<file path="src/rtl/sn74ls163_ctrl.sv">
// sn74ls163_ctrl: run controller for two cascaded '163 counters (8-bit chain).
// Define CTRL163_RELOAD_EN to honour periodic (auto-reload on rco); otherwise every run is one-shot.
module sn74ls163_ctrl (
  input  logic       clk,
  input  logic       clr,
  input  logic       start,
  input  logic       abort,
  input  logic [7:0] period,
  input  logic       periodic,
  input  logic       rco,
  output logic [7:0] d,
  output logic       cload,
  output logic       cclr,
  output logic       ep,
  output logic       et,
  output logic       busy,
  output logic       tick,
  output logic       done,
  output logic       err,
  output logic [7:0] ticks
);
  typedef enum logic [1:0] {IDLE, LOAD, RUN, DONE} state_t;
  state_t state, nxt;
  logic [7:0] preg;
  logic pmode, pmode_in, reload, abq, accept, elapse;
`ifdef CTRL163_RELOAD_EN
  assign pmode_in = periodic;
  assign reload = state == RUN && pmode && rco;
`else
  logic unused_periodic;
  assign unused_periodic = periodic;
  assign pmode_in = 1'b0;
  assign reload = 1'b0;
`endif
  always_comb begin
    accept = state == IDLE && start && period != 8'd0;
    elapse = state == RUN && rco;
    nxt = abort ? IDLE :
          state == IDLE ? (accept ? LOAD : IDLE) :
          state == LOAD ? RUN :
          state == RUN ? (rco && !pmode ? DONE : RUN) :
          (start ? DONE : IDLE);
  end
  assign busy = state == LOAD || state == RUN;
  assign done = state == DONE;
  assign ep = state == RUN;
  assign et = state == RUN;
  // Reload shares the rco edge so periodic ticks stay exactly P clocks apart.
  assign cload = !(state == LOAD || reload);
  assign cclr = clr && !abq;
  assign d = 8'd0 - preg;
  always_ff @(posedge clk or negedge clr) begin
    if (!clr) begin
      state <= IDLE;
      preg <= 8'd0;
      pmode <= 1'b0;
      abq <= 1'b0;
      tick <= 1'b0;
      err <= 1'b0;
      ticks <= 8'd0;
    end else begin
      state <= nxt;
      abq <= abort;
      tick <= !abort && elapse;
      err <= !abort && state == IDLE && start && period == 8'd0;
      if (!abort && accept) begin
        preg <= period;
        pmode <= pmode_in;
        ticks <= 8'd0;
      end else if (!abort && elapse) ticks <= ticks + 8'd1;
    end
  end
endmodule

</file>
<file path="config.mk">
export PLATFORM = sky130hd
export DESIGN_NAME = sn74ls163_ctrl
export DESIGN_NICKNAME = d
export VERILOG_FILES = /design/src/rtl/sn74ls163_ctrl.sv
export SDC_FILE = /design/constraint.sdc
export NUM_CORES = 1
export LEC_CHECK = 0
export CAP_MARGIN = 20
export CORE_MARGIN = 5
export CORE_UTILIZATION = 48
export DETAILED_ROUTE_END_ITERATION = 16
export HOLD_SLACK_MARGIN = 0.02
export PLACE_DENSITY = 0.84
export RECOVER_POWER = 100
export SETUP_SLACK_MARGIN = 0.1
export SLEW_MARGIN = 20
export SYNTH_ARGS = -nofsm -noshare
export SYNTH_HDL_FRONTEND = slang
export SYNTH_SLANG_ARGS = --single-unit
</file>
<file path="constraint.sdc">
create_clock -name clk -period 3.35 [get_ports clk]
set_input_delay 0.67 -clock clk [delete_from_list [all_inputs] [get_ports clk]]
set_output_delay 0.67 -clock clk [all_outputs]
set_load 0.01 [all_outputs]
</file>
# --- After elaboration in Yosys (flattened, before gate mapping) ---
# Cells that the tools add are included.
word_totals:
  register_bits: 21
  latchBits: 0
  ramBits: 0
  rom_bits: 0
  in_bits: 14
  out_inout_bits: 24
  elab_cells: 37
  mem_count: 0
classes:
  addsub: 2
  n_mul: 0
  div: 0
  magnitude_cmp: 0
  n_eq_ne: 3
  n_shift: 0
  muxes: 9
  bitwise_logic: 0
  reduce_logical: 17
ops:
  columns: ["cell", "n"]
  rows:
  - ["8-bit 2-to-1 mux", 2]
  - ["2-bit 2-to-1 mux", 5]
  - ["1-bit logical AND", 9]
  - ["8-bit by 1-bit adder with 8-bit output (second input constant)", 1]
  - ["8-bit logical NOT", 1]
  - ["8-bit nonzero test", 1]
  - ["1-bit by 8-bit subtractor with 8-bit output (first input constant)", 1]
  - ["2-bit equality test (second input constant)", 2]
  - ["1-bit logical NOT", 3]
  - ["2-bit by 1-bit equality test with 1-bit output (second input constant)", 1]
  - ["2-bit logical NOT", 1]
  - ["1-bit 2-to-1 mux", 2]
  - ["2-bit nonzero test", 1]
  - ["1-bit logical OR", 1]

# --- Depth between registers and ports, before layout ---
# Gate-level depths: netlist (run 1).
logic_depth:
  depth_word: 6
  mapped_depth: 6
  ltp_nobuf: 5

# --- Least setup slack after synthesis (run 1) ---
# OpenSTA, ideal clock, no wires.
synth_timing:
  kind: "input to register"
  from: "in abort"
  to: "reg preg[5]"
  setup_ns: 0.125
  arrival_ns: 1.610
  required_time_ns: 3.225
  path_slack_ns: 1.615
  stages: 4
  path_buffers: 1
  cell_sequence: "nand3b_1 a21oi_2 buf_6 mux2_4"
synth_between:
  elab_chain_cells: 2
synth_rtl:
  columns: ["item", "line", "source"]
  rows:
  - ["start, declared", "7", "input logic abort,"]
  - ["1-bit logical NOT", "66", "if (!abort && accept) begin"]
  - ["1-bit logical AND", "66", null]
  - ["end signal, assigned", "67", "preg <= period;"]
  - ["end, declared", "24", "logic [7:0] preg;"]
# No other way between the ends.
# A chain may end at the register's enable or synchronous reset.

# --- Worst setup path in the final report (run 1) ---
layout_timing:
  from: "in abort"
  to: "reg preg[7]"
# Same word-level chain as after synthesis.

==> impl_metrics.env, run 1 <==
export IMPL_fin_nets=161
export IMPL_synth_edf_count=0
export IMPL_clk_root_buffer_cell="clkbuf_4"
export IMPL_switching_share_pct=32.6
export IMPL_pwr_share_comb_pct=38.6
export IMPL_relSlewSlack_pct=2.45
export IMPL_wl_per_cell_um=14.0
export IMPL_min_period_over_period_pct=85.5
export IMPL_clock_latency_ps=300
export IMPL_grt_max_degree=22
export IMPL_n_antenna_cell=0
export IMPL_fin_tns_setup_ps=0
export IMPL_cts_setup_buffers=0
export IMPL_cts_resized=0
export IMPL_htree_levels=1
export IMPL_chipWidth_um=58.5
export IMPL_synth_main_ff_cell="dfrtp_1"
export IMPL_ant_nets=0
export IMPL_p_leak_nw=0.686
export IMPL_first_pass_iters=4
export IMPL_intPower_w=0.000500
export IMPL_max_freq_mhz=349
export IMPL_status="completed"
export IMPL_cts_buffers=3
export IMPL_critical_path_class="primary input to register"
export IMPL_vdd_drop_max_uv=315
export IMPL_ys_seq_elements=21
export IMPL_skew_ps=1.30
export IMPL_finalHoldViolCount=0
export IMPL_drc=0
export IMPL_placed_area_mm2=0.00150
export IMPL_yosysTopAreaCellShare_pct=46.6
export IMPL_tightestPinTransition_ps=1460
export IMPL_yosysSeqAreaShare_pct=46.6
export IMPL_drive_above_1_share_pct=10.0
export IMPL_async_reset_ff_share_pct=100
export IMPL_hold_end="preg[7]"
export IMPL_rows=17
export IMPL_reg2reg_to="preg[7]"
export IMPL_hold_path_class="register to register"
export IMPL_clkPwrFrac_pct=16.3
export IMPL_clk_pin_slew_ps=110
export IMPL_finalInstanceArea_mm2=0.00151
export IMPL_yosys_cell_count_top_type="dfrtp_1"
export IMPL_arrival_ps=3060
export IMPL_synth_commonest_cells="21 x dfrtp_1, 10 x nor2_1, 7 x mux2_2, 7 x nand2_1"
export IMPL_r2r_start="state[1]"
export IMPL_clockBufferDepth=2
export IMPL_p_total_w=0.000742
export IMPL_reg2reg_depth=5
export IMPL_ioPinCount=38
export IMPL_setup_viol=0
export IMPL_synth_area_leaders="dfrtp_1 47%, mux2_2 7.0%, ha_1 6.7%"
export IMPL_synth_area_per_cell_um2=11.1
export IMPL_powerDensity_mw_per_mm2=490
export IMPL_syn_to_final_growth_pct=34.2
export IMPL_required_ps=3550
export IMPL_antenna_found_initial=0
export IMPL_end_kind="register"
export IMPL_grtUsageTotal_pct=14.3
export IMPL_start_util_pct=50.5
export IMPL_whs_path_depth=1
export IMPL_holdBufCountCts=0
export IMPL_finalMaxSlewViolations=0
export IMPL_syn_area_mm2=0.00113
export IMPL_dpl_hpwl_mm=1.88
export IMPL_grt_pass1_vias=877
export IMPL_pwr_share_seq_pct=45.2
export IMPL_num_vias=899
export IMPL_gr_total_overflow=0
export IMPL_hold_path_startpoint="preg[7]"
export IMPL_cts_tree="yes"
export IMPL_drt_initial_drc_count=9
export IMPL_synth_cells=102
export IMPL_synth_largest_area_cell="dfrtp_1"
export IMPL_path_max_fanout=17
export IMPL_rsz0062_at_grt="no"
export IMPL_worst_setup_path_start_kind="primary input"
export IMPL_core_area_mm2=0.00223
export IMPL_cts_sinks=21
export IMPL_fin_crit_ps=2860
export IMPL_grt_pass1_wl_mm=3.82
export IMPL_wirelength_mm=2.36
export IMPL_die_area_mm2=0.00342
export IMPL_ys_types=31
export IMPL_viasPerCell=5.35
export IMPL_port_buffers=36
export IMPL_post_route_util_pct=67.7
export IMPL_cap_violations=0
export IMPL_reg2reg_setup_slack_ps=890
export IMPL_net_switching_power_w=0.000242
export IMPL_gp_congestion=0.793
export IMPL_die_height_um=58.5
export IMPL_yosys_warnings=0
export IMPL_syn_num_nets=122
-- critical path: stages --
cell	delay [ps]
dlygate4sd3_1	620
nand3b_1	210
a21oi_1	1120
mux2_2	430
-- sequential cells by signal (all words and copies together), names as in the netlist --
name	count
abq	1
err	1
preg	8
state	2
tick	1
ticks	8
-- logic make-up (layout without fill, tap and decap cells) --
group / after synthesis / after routing / share of synthesized area (%)
fa+ha+maj: 6 / 6 / 6.66
flops: 21 / 21 / 46.6
xor+xnor: 8 / 8 / 6.22
mux: 9 / 9 / 9.21
compound gates: 13 / 13 / 7.44
buf+inv: 9 / 47 / 4.33
simple gates: 36 / 36 / 19.5
-- cells in the final DEF (no fill, tap or decap), types with 2 or more instances in the layout --
cell,n
o21ai_0,3
nand3b_1,2
dlygate4sd3_1,26
nor2_1,10
clkbuf_4,3
xor2_1,6
or3_1,3
inv_1,6
dfrtp_1,21
ha_1,6
nand4_1,2
nand2_1,7
clkbuf_1,2
mux2_2,7
nand3_1,2
xnor2_1,2
a21oi_1,5
clkdlybuf4s50_1,10
o31ai_1,2
-- power by group through the flow --
stage	registers [W]	clock network, W	logic [W]
after floorplan	0.000334	0	0.000166
after global placement	0.000338	0	0.000311
after detailed placement	0.000341	0	0.000321
after CTS	0.000336	0.000122	0.000323
after global routing	0.000343	0.000137	0.000310
final	0.000335	0.000121	0.000286
-- final cells by class --
class / instances / area [µm²]
flip-flops and latches: 21 / 526
multi-input cells: 72 / 539
well taps: 28 / 35.0
repair buffers: 37 / 364
inverters: 6 / 22.5
clock buffers: 4 / 26.3
fillers: 191 / 721
-- metal layers --
metal  up-vias  share of wire, %  GRT usage (%)  wire length, µm
met1       424                43           18.3             1020
met3         6               6.5           3.07              154
met5         -                 0              0                0
met2        30                48           23.8             1140
met4         0               1.7           5.30               39
li1        439                 -              -                -
-- per-stage QoR --
stage / worst slack, ps / hold WS (ps) / std cells
global placement: 742 / 512 / 164
detailed placement: 697 / 534 / 164
global route: 403 / 568 / 168
CTS: 686 / 559 / 168
floorplan: 1610 / 374 / 102
finish: 485 / 552 / 168
-- worst max path at each step --
stage	cells past startpoint	slack, ps	to	from
floorplan	4	1610	preg[5]	abort
global placement	4	740	preg[4]	abort
detailed placement	4	700	preg[7]	abort
CTS	4	690	d[7]	preg[2]
global route	4	400	preg[1]	abort
finish	4	490	preg[7]	abort
(Power assumes the default switching activity.)
==> inputs of run 2 (changes only) <==
- CTS_CLUSTER_SIZE: default -> 8
- SETUP_SLACK_MARGIN: 0.1 -> default
==> results of run 2 <==
The final DEF is identical to that of run 1; final timing and power are the same.
